==> src/rtl/alu_multiword_seq.sv <==
// rtl/alu_multiword_seq.sv - multi-precision ADC/SBB/shift sequencer driving one 16-bit combinational ALU
module alu_multiword_seq #(
  parameter int WORDS = 4
) (
  input  logic                clk,
  input  logic                rst,
  input  logic                start,
  input  logic [1:0]          op,
  input  logic [WORDS*16-1:0] opa,
  input  logic [WORDS*16-1:0] opb,
  input  logic                cin_in,
  output logic                ready,
  output logic                done,
  output logic [WORDS*16-1:0] result,
  output logic [3:0]          flags,
  output logic [4:0]          alu_f,
  output logic [15:0]         alu_a,
  output logic [15:0]         alu_b,
  output logic                alu_cin,
  input  logic [15:0]         alu_result,
  input  logic [5:0]          alu_status
);

  localparam int W  = WORDS * 16;
  localparam int IW = (WORDS > 1) ? $clog2(WORDS) : 1;
  localparam logic [IW-1:0] LAST_IDX = IW'(WORDS - 1);

  localparam logic [1:0] OP_ADC = 2'b00;
  localparam logic [1:0] OP_SBB = 2'b01;
  localparam logic [1:0] OP_SHL = 2'b10;
  localparam logic [1:0] OP_SHR = 2'b11;

  typedef enum logic [1:0] {S_IDLE, S_RUN, S_DONE} state_t;

  state_t        state_q, state_d;
  logic [1:0]    op_q, op_d;
  logic [W-1:0]  a_q, a_d, b_q, b_d;
  logic [W-1:0]  work_q, work_d;
  logic [W-1:0]  result_q, result_d;
  logic [3:0]    flags_q, flags_d;
  logic [IW-1:0] idx_q, idx_d;
  logic          carry_q, carry_d;
  logic          zacc_q, zacc_d;
  logic [15:0]   stored_word;
  logic          last;
  logic          unused_status;

  assign unused_status = ^{alu_status[4:3], alu_status[1:0]};

  always_ff @(posedge clk) begin
    if (rst) begin
      state_q  <= S_IDLE;
      op_q     <= '0;
      a_q      <= '0;
      b_q      <= '0;
      work_q   <= '0;
      result_q <= '0;
      flags_q  <= '0;
      idx_q    <= '0;
      carry_q  <= 1'b0;
      zacc_q   <= 1'b0;
    end else begin
      state_q  <= state_d;
      op_q     <= op_d;
      a_q      <= a_d;
      b_q      <= b_d;
      work_q   <= work_d;
      result_q <= result_d;
      flags_q  <= flags_d;
      idx_q    <= idx_d;
      carry_q  <= carry_d;
      zacc_q   <= zacc_d;
    end
  end

  always_comb begin
    state_d     = state_q;
    op_d        = op_q;
    a_d         = a_q;
    b_d         = b_q;
    work_d      = work_q;
    result_d    = result_q;
    flags_d     = flags_q;
    idx_d       = idx_q;
    carry_d     = carry_q;
    zacc_d      = zacc_q;
    alu_f       = 5'b00000;
    alu_a       = 16'h0000;
    alu_b       = 16'h0000;
    alu_cin     = 1'b0;
    stored_word = 16'h0000;
    last        = (op_q == OP_SHR) ? (idx_q == '0) : (idx_q == LAST_IDX);

    case (state_q)
      S_IDLE: begin
        if (start) begin
          op_d    = op;
          a_d     = opa;
          b_d     = opb;
          carry_d = cin_in;
          idx_d   = (op == OP_SHR) ? LAST_IDX : '0;
          zacc_d  = 1'b1;
          state_d = S_RUN;
        end
      end
      S_RUN: begin
        alu_a = a_q[{idx_q, 4'b0000} +: 16];
        case (op_q)
          OP_ADC: begin
            alu_f       = 5'b00101;
            alu_b       = b_q[{idx_q, 4'b0000} +: 16];
            alu_cin     = carry_q;
            stored_word = alu_result;
          end
          OP_SBB: begin
            alu_f       = 5'b00111;
            alu_b       = b_q[{idx_q, 4'b0000} +: 16];
            alu_cin     = carry_q;
            stored_word = alu_result;
          end
          OP_SHL: begin
            alu_f       = 5'b10000;
            stored_word = alu_result | {15'b0, carry_q};
          end
          default: begin
            alu_f       = 5'b10001;
            stored_word = alu_result | {carry_q, 15'b0};
          end
        endcase
        work_d[{idx_q, 4'b0000} +: 16] = stored_word;
        carry_d = alu_status[5];
        // Zero is judged on the stored word: the shift OR can make a zero ALU result nonzero.
        zacc_d  = zacc_q & (stored_word == 16'h0000);
        if (last) begin
          state_d  = S_DONE;
          result_d = work_d;
          flags_d  = {alu_status[5], zacc_d, work_d[W-1],
                      (op_q == OP_ADC || op_q == OP_SBB) ? alu_status[2] : 1'b0};
        end else begin
          idx_d = (op_q == OP_SHR) ? idx_q - 1'b1 : idx_q + 1'b1;
        end
      end
      S_DONE: state_d = S_IDLE;
      default: state_d = S_IDLE;
    endcase
  end

  assign ready  = (state_q == S_IDLE);
  assign done   = (state_q == S_DONE);
  assign result = result_q;
  assign flags  = flags_q;

endmodule

==> config.mk <==
export PLATFORM = sky130hd
export DESIGN_NAME = alu_multiword_seq
export DESIGN_NICKNAME = d
export VERILOG_FILES = /design/src/rtl/alu_multiword_seq.sv
export SDC_FILE = /design/constraint.sdc
export NUM_CORES = 1
export LEC_CHECK = 0
export ABC_AREA = 1
export CAP_MARGIN = 20
export CORE_ASPECT_RATIO = 0.9
export CORE_MARGIN = 3
export CORE_UTILIZATION = 65
export CTS_BUF_LIST = sky130_fd_sc_hd__clkbuf_2 sky130_fd_sc_hd__clkbuf_4 sky130_fd_sc_hd__clkbuf_8
export CTS_CLUSTER_DIAMETER = 100
export DETAILED_ROUTE_END_ITERATION = 8
export DONT_BUFFER_PORTS = 1
export PLACE_DENSITY = 0.89
export RECOVER_POWER = 100
export SYNTH_ARGS = -nofsm -noshare
export SYNTH_HDL_FRONTEND = slang
export SYNTH_SLANG_ARGS = --single-unit
==> constraint.sdc <==
create_clock -name clk -period 2.8 [get_ports clk]
set_clock_uncertainty 0.15 [all_clocks]
set_input_delay 0.42 -clock clk [delete_from_list [all_inputs] [get_ports clk]]
set_output_delay 0.42 -clock clk [all_outputs]
set_load 0.01 [all_outputs]
# Word-level counts from Yosys, hierarchy flattened

Index checks and enable logic that the tools add are counted.

Register bits after elaboration: 268
Word-level logic and storage cells: 66
Bits of input ports: 156
Output and inout port bits: 108

Reductions and logical operators: 12
Shifts and indexed selects: 4
Muxes and demuxes: 24
Bitwise gates (word level): 3
Add/sub/neg operators: 3
Equal/unequal tests: 10

Operator list:

| kind                                                   | count |
|---|---|
| variable part select 64 x 7 -> 16 bit                  | 2 |
| bitwise mux 64 bit                                     | 1 |
| 2-to-1 mux 16 bit                                      | 4 |
| variable shift 16 x 8 -> 64 bit (first input constant) | 1 |
| variable part select 16 x 8 -> 64 bit                  | 1 |
| one-hot mux 16 bit (2 select lines)                    | 1 |
| zero test 16 bit                                       | 1 |
| OR 16 x 1 -> 16 bit                                    | 1 |
| OR 16 bit                                              | 1 |
| one-hot mux 5 bit (3 select lines)                     | 1 |
| 2-to-1 mux 2 bit                                       | 6 |
| == test 2 bit (second input constant)                  | 5 |
| negation 6 -> 8 bit                                    | 1 |
| one-hot mux 2 bit (2 select lines)                     | 2 |
| AND reduction 2 bit                                    | 4 |
| zero test 2 bit                                        | 3 |
| 2-to-1 mux 1 bit                                       | 6 |
| != test 2 bit (second input constant)                  | 3 |
| 2-to-1 mux 5 bit                                       | 1 |
| == test 2 x 1 -> 1 bit (second input constant)         | 2 |
| one-hot mux 1 bit (2 select lines)                     | 2 |
| AND reduction 3 bit                                    | 1 |
| adder 2 x 1 -> 2 bit (second input constant)           | 1 |
| nonzero test 2 bit                                     | 1 |
| 4 further kinds                                        | 4 |

# Longest topological paths before layout

Gate-level depths: netlist (run 1).

Depth in word-level cells: 7
Mapped depth: 14
Depth with buffers taken out: 10

# Worst setup path before layout (run 1)

OpenSTA, ideal clock, no wires.

Path kind: reg-to-reg
From: register idx_q[0]
To: register result_q[39] (netlist: result[39])
Library setup time: 0.064 ns
Setup slack: 0.548 ns
Stages on the path, launching flop included: 13
Arrival: 2.038 ns
Period minus slack after synthesis: 2.252 ns
Data required time: 2.586 ns
Buffers on the path: 4
Cells stage by stage: dfxtp_1 > buf_2 > inv_2 > buf_2 > clkbuf_1 > ha_1 > nand2_1 > nor2_2 > buf_2 > nand3_1 > o21ai_0 > nor2_1 > nor2_1

Longest elaborated chain between the ends: 3
Elaborated cells between the ends (all ways): 8
Classes of those cells: add/sub (1); eq/ne (1); shift (2); mux (2); reduce/logical (2)

RTL lines:

| element                                                          | RTL line | text |
|---|---|---|
| from (decl)                                                      | 41       | `logic [IW-1:0] idx_q, idx_d;` |
| from (signal assigned)                                           | 70       | `idx_q <= idx_d;` |
| negation 6 -> 8 bit (tied with other cells)                      | 130      | `work_d[{idx_q, 4'b0000} +: 16] = stored_word;` |
| variable part select 16 x 8 -> 64 bit (tied with other cells)    | 130      |  |
| bitwise mux 64 bit / AND reduction 2 bit (equally long branches) | --       |  |
| to (signal assigned)                                             | 68       | `result_q <= result_d;` |
| to (decl)                                                        | 39       | `logic [W-1:0] result_q, result_d;` |

Several ways; a longest one is shown, not always the timed one.
A chain may end at the register's enable or synchronous reset.

# Worst setup path in the final report (run 1)

From: register idx_q[0]
To: output port alu_a[10]

Longest elaborated chain between the ends: 2

RTL lines:

| element                               | RTL line | text |
|---|---|---|
| variable part select 64 x 7 -> 16 bit | 107      | `alu_a = a_q[{idx_q, 4'b0000} +: 16];` |
| 2-to-1 mux 16 bit                     | 94       | `case (state_q)` |
| to (decl)                             | 17       | `output logic [15:0] alu_a,` |

No other way between the ends.

==> results of run 1 <==
-- state kept, by name (all words and copies together), names as in the netlist, 2 cells and up --
register / flops
a_q: 64
b_q: 64
flags: 4
idx_q: 2
op_q: 2
result: 63
state_q: 2
work_q: 64
-- through the flow --
step / instance area (sq um) / utilization / hold slack [ps]
3_5_place_dp: 11600 / 0.677 / 315
4_1_cts: 14000 / 0.813 / 7.65
2_1_floorplan: 11600 / - / 299
5_1_grt: 13900 / 0.811 / 26.2
6_report: 13900 / 0.811 / 42.4
3_3_place_gp: 11600 / 0.677 / 305
-- final cells by class --
| cell class | instances | share of cell area |
|---|---|---|
| clock buffers | 67 | 0.0604 |
| repair buffers | 168 | 0.119 |
| clock inverters | 4 | 0.00862 |
| flip-flops and latches | 267 | 0.384 |
| inverters | 163 | 0.0442 |
| multi-input cells | 1130 | 0.362 |
| well taps | 235 | 0.0211 |
| diodes | 2 | 0.000359 |
-- metal layers --
metal / part of all wire / wire length, microns
met1: 0.37 / 14100
met4: 0.062 / 2350
met2: 0.45 / 17200
met3: 0.12 / 4500
met5: 0 / 0
-- cells by family (layout without fill, tap and decap cells) --
kind of cell    count (synthesis)  in the layout  share of synthesized area
compound gates                472            472                      0.209
fa+ha+maj                       6              6                    0.00649
buf+inv                       288            402                      0.102
flops                         267            267                      0.462
other cells                     1              3                   0.000324
simple gates                  651            651                      0.220
-- cells in the final DEF (no fill, tap or decap), types with 2 or more instances in the layout --
cell type and count:
nor2_1 546, dfxtp_1 266, dlygate4sd3_1 134, a21oi_1 97
buf_12 6, nand3_1 52, bufinv_16 4, clkbuf_2 3
o21ai_1 59, clkbuf_1 7, clkbuf_8 54, diode_2 2
inv_2 5, inv_1 155, clkbuf_4 15, o21ai_0 271
o22ai_1 42, nand2_1 43, ha_1 6, nor2_4 2
nand4_1 4, buf_4 15
-- worst max-delay path, cell delays in order, from the launching register on --
cell and delay (ps):
dfxtp_4 510, inv_2 120, buf_12 200, o21ai_0 420
a21oi_1 160, buf_4 180
-- repair_timing --
action / 4_1_cts / 5_1_grt
resized for setup: 0 / 1
hold buffers: 135 / 0
setup endpoints to repair: 0 / 1
endpoints found under the hold margin: 203 / 0
-- worst min-delay path by stage --
stage,start,endpoint,slack [ps]
after floorplan,b_q[16],b_q[16],300
after global placement,a_q[20],a_q[20],310
final,op[0],idx_q[0],40
after global routing,opb[10],b_q[10],30
after CTS,alu_result[6],result[6],8
after detailed placement,a_q[16],a_q[16],320
-- power by group through the flow --
| stage | registers, uW | clock network, uW | logic, uW |
|---|---|---|---|
| final | 4290 | 3770 | 1720 |
| after global routing | 4310 | 3960 | 1880 |
| after CTS | 4270 | 3760 | 1610 |
| after detailed placement | 4350 | 0 | 1430 |
| after global placement | 4330 | 0 | 1380 |
| after floorplan | 4290 | 0 | 1140 |
==> reports/results.ini, run 1 <==
[global_routing]
met3_usage = 0.107
grt_use_met2 = 0.593
grt_pass1_vias = 11800
grt_pass1_wl_microns = 60400
use_met1 = 0.465
grt_max_degree = 127
antenna_found_initial = 2
grt-ovfl-total = 0
busiest_layer = met2
track_usage = 0.377

[pwr]
p_int_uw = 6940
comb_power_share = 0.176
power.switching_uw = 2830
p_per_area_nw_per_um2 = 701
p_total_uw = 9770
power.leakage_uw = 0.00616
power_frac_seq = 0.439
p_sw_frac = 0.289
ir_worst_vdd_mv = 0.570
clockPowerShare = 0.385

[worst_setup_path]
endpoint_kind = output port
crit_path_start_kind = flip-flop
required_ps = 2230
worstPathArrival_ps = 2170
ff2ff_path_depth = 5
crit_fanout = 65
endpoint = alu_a[10]
r2r-start = state_q[1]
r2r_slack_ps = 190
critPathKind = reg -> out
r2r_end = a_q[27]
crit_start = idx_q[0]

[timing]
period_needed_ps = 2740
finalHoldViolations = 0
rsz0062_at_grt = no
slew_viol_final = 0
setup_viol = 0
max_freq_ghz = 0.364
finalWorstSetupSlack_ps = 55.6
tightest_slew_ps = 1170
relSlewSlack = 0.219
setup_tns_ps = 0
finalCritPeriodShare = 0.980

[logic_synthesis]
yosysTopAreaCellShare = 0.462
synth.avg_cell_area_sq_um = 6.86
syn_inst = 1685
synth_most_common_cell = nor2_1
ys_seq_area_frac = 0.462
netlist_area_sq_um = 11600
synthDistinctLibCells = 25
synth_area_leaders = dfxtp_1, nor2_1, o21ai_0
async_flop_share = 0
yosys_warnings = 0
synth_edf_count = 0
yosys_register_bits = 267
ys.flop_type = dfxtp_1
yosysTopAreaCell = dfxtp_1
ys_top_cells_by_count = nor2_1, dfxtp_1, o21ai_0
syn_nets = 1847

[final_layout]
regArea_sq_um = 5350
multi_input_area_sq_um = 5050
fin_cells = 2036
fill_cells = 997
syn2layout_area_growth_pct = 20.5
fin_nets = 1934
drive_gt1_frac = 0.0628

[cts]
clockBufferDepth = 3
numCtsBuffers = 42
clock_latency_ps = 530
cts_sinks = 267
cts_tree = done
postCtsSetupRepairBufs = 0
clockRootBuffer = clkbuf_8
htreeDepth = 2
clk_pin_slew_worst_paths_ps = 60

[floorplanning]
rows = 45
io_pins = 264
coreArea_sq_um = 17200
dieHeight_microns = 133
dieArea_sq_um = 19400
die_w_microns = 147
initial_utilization = 0.673

[placement]
place_hpwl_microns = 20700
pre_cts_ws_ps = 379
place_congestion = 0.887
portBuffers = 0
dpl.cell_count = 1828

[routing]
drt_first_pass_iters = 7
wirelength_microns = 38200
wl_per_cell_microns = 18.8
drc = 0
vias_per_cell = 6.03
drt_iter0_drc = 1579
drtAntennaViolNets = 0
vias = 12300

[run]
drv_cap = 0

[worst_hold_path]
hold_depth = 4
holdCritPathClass = in -> reg

[status]
status = finished, final reports clean

Note: power is estimated with default switching activity, not from simulation.
==> run 2, diff against run 1 <==
--- a/config.mk
+++ b/config.mk
@@ -14,8 +14,10 @@
 export CTS_CLUSTER_DIAMETER = 100
 export DETAILED_ROUTE_END_ITERATION = 8
 export DONT_BUFFER_PORTS = 1
+export MAX_ROUTING_LAYER = met4
 export PLACE_DENSITY = 0.89
 export RECOVER_POWER = 100
 export SYNTH_ARGS = -nofsm -noshare
 export SYNTH_HDL_FRONTEND = slang
 export SYNTH_SLANG_ARGS = --single-unit
+export TNS_END_PERCENT = 5
==> reports/results.ini, run 2 (synthesis gave the netlist of run 1 again) <==
[final_layout]
fin_nets = 1934  ; unchanged
final_common_cell = nor2_1
regArea_sq_um = 5350  ; unchanged
syn2layout_area_growth_pct = 20.5  ; about the same
fill_cells = 998  ; +0.10%
final_cell_mix = nor2_1, o21ai_0, dfxtp_1
drive_gt1_frac = 0.0628  ; unchanged
fin_cells = 2036  ; unchanged
reg_top3 = a_q: 64 flops, b_q: 64 flops, work_q: 64 flops
multi_input_area_sq_um = 5050  ; unchanged

[floorplanning]
initial_utilization = 0.673  ; unchanged
dieHeight_microns = 133  ; unchanged
io_pins = 264  ; unchanged
die_w_microns = 147  ; unchanged
coreArea_sq_um = 17200  ; unchanged
dieArea_sq_um = 19400  ; unchanged
rows = 45  ; unchanged

[placement]
place_hpwl_microns = 20700  ; unchanged
place_congestion = 0.902  ; +1.7%
dpl.cell_count = 1828  ; unchanged
portBuffers = 0  ; unchanged

[worst_setup_path]
crit_path_start_kind = flip-flop
critPathKind = reg -> out
crit_fanout = 49  ; -25%
crit_start = idx_q[0]
ff2ff_path_depth = 5  ; unchanged
crit_top_cell = nor2_1
timing.critical_path.max_delay_family = flip-flops
max_stage_delay_ps = 510  ; about the same
r2r_end = a_q[27]
endpoint_kind = output port
crit_buf_inv = 2  ; -1
worstPathArrival_ps = 2160  ; about the same
required_ps = 2230  ; about the same
r2r_slack_ps = 170  ; -20 ps
crit_chain = buf_12 -> nor2_1 -> nor2_1 -> o21ai_0 -> a21oi_1 -> buf_4
endpoint = alu_a[10]
r2r-start = state_q[1]
crit_cells = 6  ; +1
critPathSlowestCell = dfxtp_4

[timing]
finalCritPeriodShare = 0.975  ; -0.00486
tightest_slew_ps = 1190  ; +17.8 ps
setup_viol = 0  ; unchanged
setup_tns_ps = 0  ; unchanged
period_needed_ps = 2730  ; -13.6 ps
relSlewSlack = 0.207  ; -0.0119
max_freq_ghz = 0.366  ; +0.50%
slew_viol_final = 0  ; unchanged
rsz0062_at_grt = no
finalHoldViolations = 0  ; unchanged

[routing]
drtAntennaViolNets = 0  ; unchanged
wl_per_cell_microns = 18.7  ; -0.24%
drt_iter0_drc = 1640  ; +3.9%
vias_per_cell = 6.04  ; +0.20%
drc = 0  ; unchanged
vias = 12300  ; +0.20%
drt_first_pass_iters = 6  ; -1
wirelength_microns = 38100  ; -0.24%

[pwr]
power.leakage_uw = 0.00616  ; about the same
ir_worst_vdd_mv = 0.569  ; -0.20%
p_per_area_nw_per_um2 = 702  ; about the same

[cts]
numCtsBuffers = 42  ; unchanged
clock_latency_ps = 530  ; about the same
clockBufferDepth = 3  ; unchanged
clockRootBuffer = clkbuf_8
cts_sinks = 267  ; unchanged
clk_pin_slew_worst_paths_ps = 60  ; about the same
htreeDepth = 2  ; unchanged
cts_tree = done

[worst_hold_path]
holdCritPathClass = in -> reg

[global_routing]
grt_pass1_wl_microns = 60300  ; -0.26%
antenna_found_initial = 2  ; unchanged
track_usage = 0.388  ; +0.0110
grt_max_degree = 127  ; unchanged
grt-ovfl-total = 0  ; unchanged
grt_pass1_vias = 11800  ; +0.14%

[status]
status = finished, final reports clean

[run]
drv_cap = 0  ; unchanged

run 2: area by class of cell:
type,instances,share of cell area
Timing Repair Buffer,168,0.119
Tap cell,235,0.0211
Clock inverter,4,0.00862
Sequential cell,267,0.384
Multi-Input combinational cell,1130,0.363
Clock buffer,67,0.0604
Antenna cell,2,0.000359
Inverter,163,0.0442
run 2: power breakdown:
group          internal [uW]  switching, uW  total [uW]
sequential              4100            184        4290
combinational            582           1130        1720
clock                   2260           1510        3770
run 2: how the worst min path moves through the flow:
stage,startpoint,to,slack [ps],depth (start not counted)
after detailed placement,a_q[16],a_q[16],320,2
after global placement,a_q[20],a_q[20],310,2
final,op[0],idx_q[0],40,4
after CTS,alu_result[6],result[6],8,4
after floorplan,b_q[16],b_q[16],300,2
after global routing,opb[10],b_q[10],30,2
run 2: through the flow:
step | setup slack (ps) | power, uW | util | hold slack [ps] | area (sq um)
after global placement | 431 | 5710 | 0.677 | 305 | 11600
after global routing | 31.2 | 10200 | 0.811 | 25.9 | 13900
after floorplan | 548 | 5430 | - | 299 | 11600
after CTS | 133 | 9640 | 0.813 | 7.65 | 14000
after detailed placement | 379 | 5770 | 0.677 | 315 | 11600
final | 69.2 | 9770 | 0.811 | 44.9 | 13900
run 2: per-layer routing:
layer | global-route usage | part of all wire
met1 | 0.468 | 0.37
met2 | 0.592 | 0.45
met5 | - | 0
met4 | 0.221 | 0.061
met3 | 0.101 | 0.12
run 2: worst register-to-register path: cells and delay by family (launching register included):
family	cells	cell delay [ps]
buffers and inverters	1	610
AO/OA/AOI/OAI	1	710
AND/OR/NAND/NOR	3	650
flip-flops	1	370
run 2: repair_timing:
action                                 in CTS  in global routing
buffers inserted                            0                  0
setup endpoints to repair                   0                  1
hold buffers                              135                  0
gates resized for setup                     0                  1
endpoints found under the hold margin     203                  0
==> run 3, diff against run 2 <==
--- a/config.mk
+++ b/config.mk
@@ -5,7 +5,6 @@
 export SDC_FILE = /design/constraint.sdc
 export NUM_CORES = 1
 export LEC_CHECK = 0
-export ABC_AREA = 1
 export CAP_MARGIN = 20
 export CORE_ASPECT_RATIO = 0.9
 export CORE_MARGIN = 3
==> reports/results.ini, run 3 <==
[status]
status = finished, final reports clean

[routing]
vias = 10800  ; -12%
drt_iter0_drc = 1304  ; -20%
drtAntennaViolNets = 0  ; unchanged
drt_first_pass_iters = 7  ; +1
vias_per_cell = 6.51  ; +7.9%
drc = 0  ; unchanged
wl_per_cell_microns = 22.9  ; +22%
wirelength_microns = 37900  ; -0.39%

[worst_hold_path]
hold-path-endpoint = result[2]
hold_depth = 2  ; -2
holdCritPathClass = in -> reg
hp-start = alu_result[2]

[worst_setup_path]
crit_fanout = 18  ; -63%
max_stage_delay_ps = 590  ; +80 ps
r2r_slack_ps = 30  ; -140 ps
r2r_end = work_q[52]
crit_path_start_kind = flip-flop
crit_cells = 7  ; +1
required_ps = 3130  ; +900 ps
critPathSlowestCell = dlygate4sd3_1
critPathKind = reg -> reg
r2r-start = idx_q[0]
ff2ff_path_depth = 7  ; +2
crit_buf_inv = 3  ; +1
endpoint_kind = flip-flop
crit_chain = inv_2 -> ha_2 -> nor4_4 -> buf_6 -> a22oi_1 -> a211oi_2 -> dlygate4sd3_1
timing.critical_path.max_delay_family = buffers and inverters
worstPathArrival_ps = 3110  ; +950 ps

[final_layout]
reg_top3 = a_q: 64 flops, b_q: 64 flops, work_q: 64 flops
final_common_cell = nand2_1
fin_nets = 1582  ; -18%
final_cell_mix = nand2_1, dfxtp_1, dlygate4sd3_1
drive_gt1_frac = 0.103  ; +0.0400
syn2layout_area_growth_pct = 30.2
finalInstanceArea_sq_um = 14100  ; +1.3%

[cts]
clockBufferDepth = 3  ; unchanged
clock_latency_ps = 540  ; about the same
htreeDepth = 2  ; unchanged
clockRootBuffer = clkbuf_8
cts_sinks = 267  ; unchanged
numCtsBuffers = 41  ; -2.4%
clk_pin_slew_worst_paths_ps = 60  ; about the same
cts_tree = done

[timing]
max_freq_ghz = 0.361  ; -1.4%
finalHoldViolations = 0  ; unchanged
tightest_slew_ps = 817  ; -373 ps
slew_viol_final = 0  ; unchanged
finalCritPeriodShare = 0.990  ; +0.0143
setup_viol = 0  ; unchanged
period_needed_ps = 2770  ; +39.9 ps
relSlewSlack = 0.455  ; +0.249

[global_routing]
antenna_found_initial = 1  ; -1
grt_pass1_vias = 10800  ; -7.9%
track_usage = 0.411  ; +0.0225
grt-ovfl-total = 0  ; unchanged
grt_pass1_wl_microns = 57700  ; -4.2%
grt_max_degree = 145  ; +14%

[logic_synthesis]
netlist_area_sq_um = 10800  ; -6.2%
synth_edf_count = 0  ; unchanged
ys_top_cells_by_count = nand2_1, dfxtp_1, a21oi_1
synthDistinctLibCells = 43  ; +72%
yosys_warnings = 0  ; unchanged
ys_seq_area_frac = 0.493  ; +0.0307
ys.flop_type = dfxtp_1
yosys_register_bits = 267  ; unchanged
async_flop_share = 0  ; unchanged
synth_area_leaders = dfxtp_1, nand2_1, a211oi_1
syn_inst = 1236  ; -27%
synth.avg_cell_area_sq_um = 8.77  ; +28%
synth_most_common_cell = nand2_1
yosysTopAreaCellShare = 0.493  ; +0.0307
yosysTopAreaCell = dfxtp_1
syn_nets = 1398  ; -24%

[floorplanning]
dieHeight_microns = 129  ; -3.0%
die_w_microns = 142  ; -3.0%
rows = 44  ; -2.2%
io_pins = 264  ; unchanged
coreArea_sq_um = 16200  ; -5.4%
dieArea_sq_um = 18300  ; -6.0%
initial_utilization = 0.667  ; -0.00566

[placement]
placed_area_sq_um = 10800  ; -6.8%
place_hpwl_microns = 17600  ; -15%
portBuffers = 0  ; unchanged
place_congestion = 0.878  ; -2.6%

[pwr]
ir_worst_vdd_mv = 0.474  ; -17%
p_per_area_nw_per_um2 = 635  ; -9.6%
power.leakage_uw = 0.00537  ; -13%
p_total_uw = 8950  ; -8.4%

[run]
drv_cap = 0  ; unchanged

## run 3: cells by family after synthesis
logic type	count (synthesis)	share of synthesized area
buffers and inverters	118	0.0477
other	1	0.000346
adder cells (fa/ha/maj)	6	0.00693
XOR/XNOR	2	0.00162
AO/OA/AOI/OAI	335	0.202
AND/OR/NAND/NOR	475	0.182
multiplexers	32	0.0665
flip-flops	267	0.493
## run 3: layout make-up
class                           instances  area, sq um
Fill cell                             710         2130
Clock inverter                          7         37.5
Antenna cell                            1         2.50
Multi-Input combinational cell        851         5040
Timing Repair Buffer                  251         2580
Clock buffer                           65          813
Inverter                                8         30.0
Tap cell                              207          259
Sequential cell                       267         5350
## run 3: worst reg2reg max path: stages (launching register included)
cell	delay [ps]
dfxtp_4	470
inv_2	140
ha_2	360
nor4_4	240
buf_6	230
a22oi_1	210
a211oi_2	340
dlygate4sd3_1	590
## run 3: how the worst max path moves through the flow
| stage | end | slack [ps] | startpoint |
|---|---|---|---|
| detailed placement | result[15] | 500 | idx_q[0] |
| global route | work_q[6] | -30 | idx_q[0] |
| floorplan | work_q[24] | 190 | idx_q[1] |
| finish | work_q[52] | 30 | idx_q[0] |
| global placement | result[15] | 570 | idx_q[0] |
| CTS | result[51] | 20 | idx_q[0] |
## run 3: power breakdown
part	leakage, uW	internal, uW	switching, uW
clock network	0.000457	1840	1520
logic	0.00273	640	755
registers	0.00218	4030	170
## run 3: repair_timing
| action | 4_1_cts | 5_1_grt |
|---|---|---|
| setup buffers | 0 | 5 |
| setup endpoints to repair | 0 | 88 |
| hold buffers | 227 | 0 |
| endpoints found under the hold margin | 267 | 0 |
| gates resized for setup | 0 | 15 |
## run 3: per-stage QoR
| step | setup WS (ps) | util | hold WS (ps) | instances | setup TNS [ps] |
|---|---|---|---|---|---|
| global route | -29.9 | 0.869 | 70.5 | 1657 | -144 |
| global placement | 565 | 0.667 | 285 | 1351 | 0 |
| CTS | 15.8 | 0.861 | 31.2 | 1650 | 0 |
| detailed placement | 501 | 0.667 | 291 | 1351 | 0 |
| floorplan | 186 | - | 283 | 1236 | 0 |
| finish | 29.3 | 0.869 | 42.4 | 1657 | 0 |
## run 3: metal layers
layer	wire, microns	GRT usage
met1	13000	0.459
met2	18100	0.656
met3	4090	0.106
met4	2760	0.260
met5	0	-
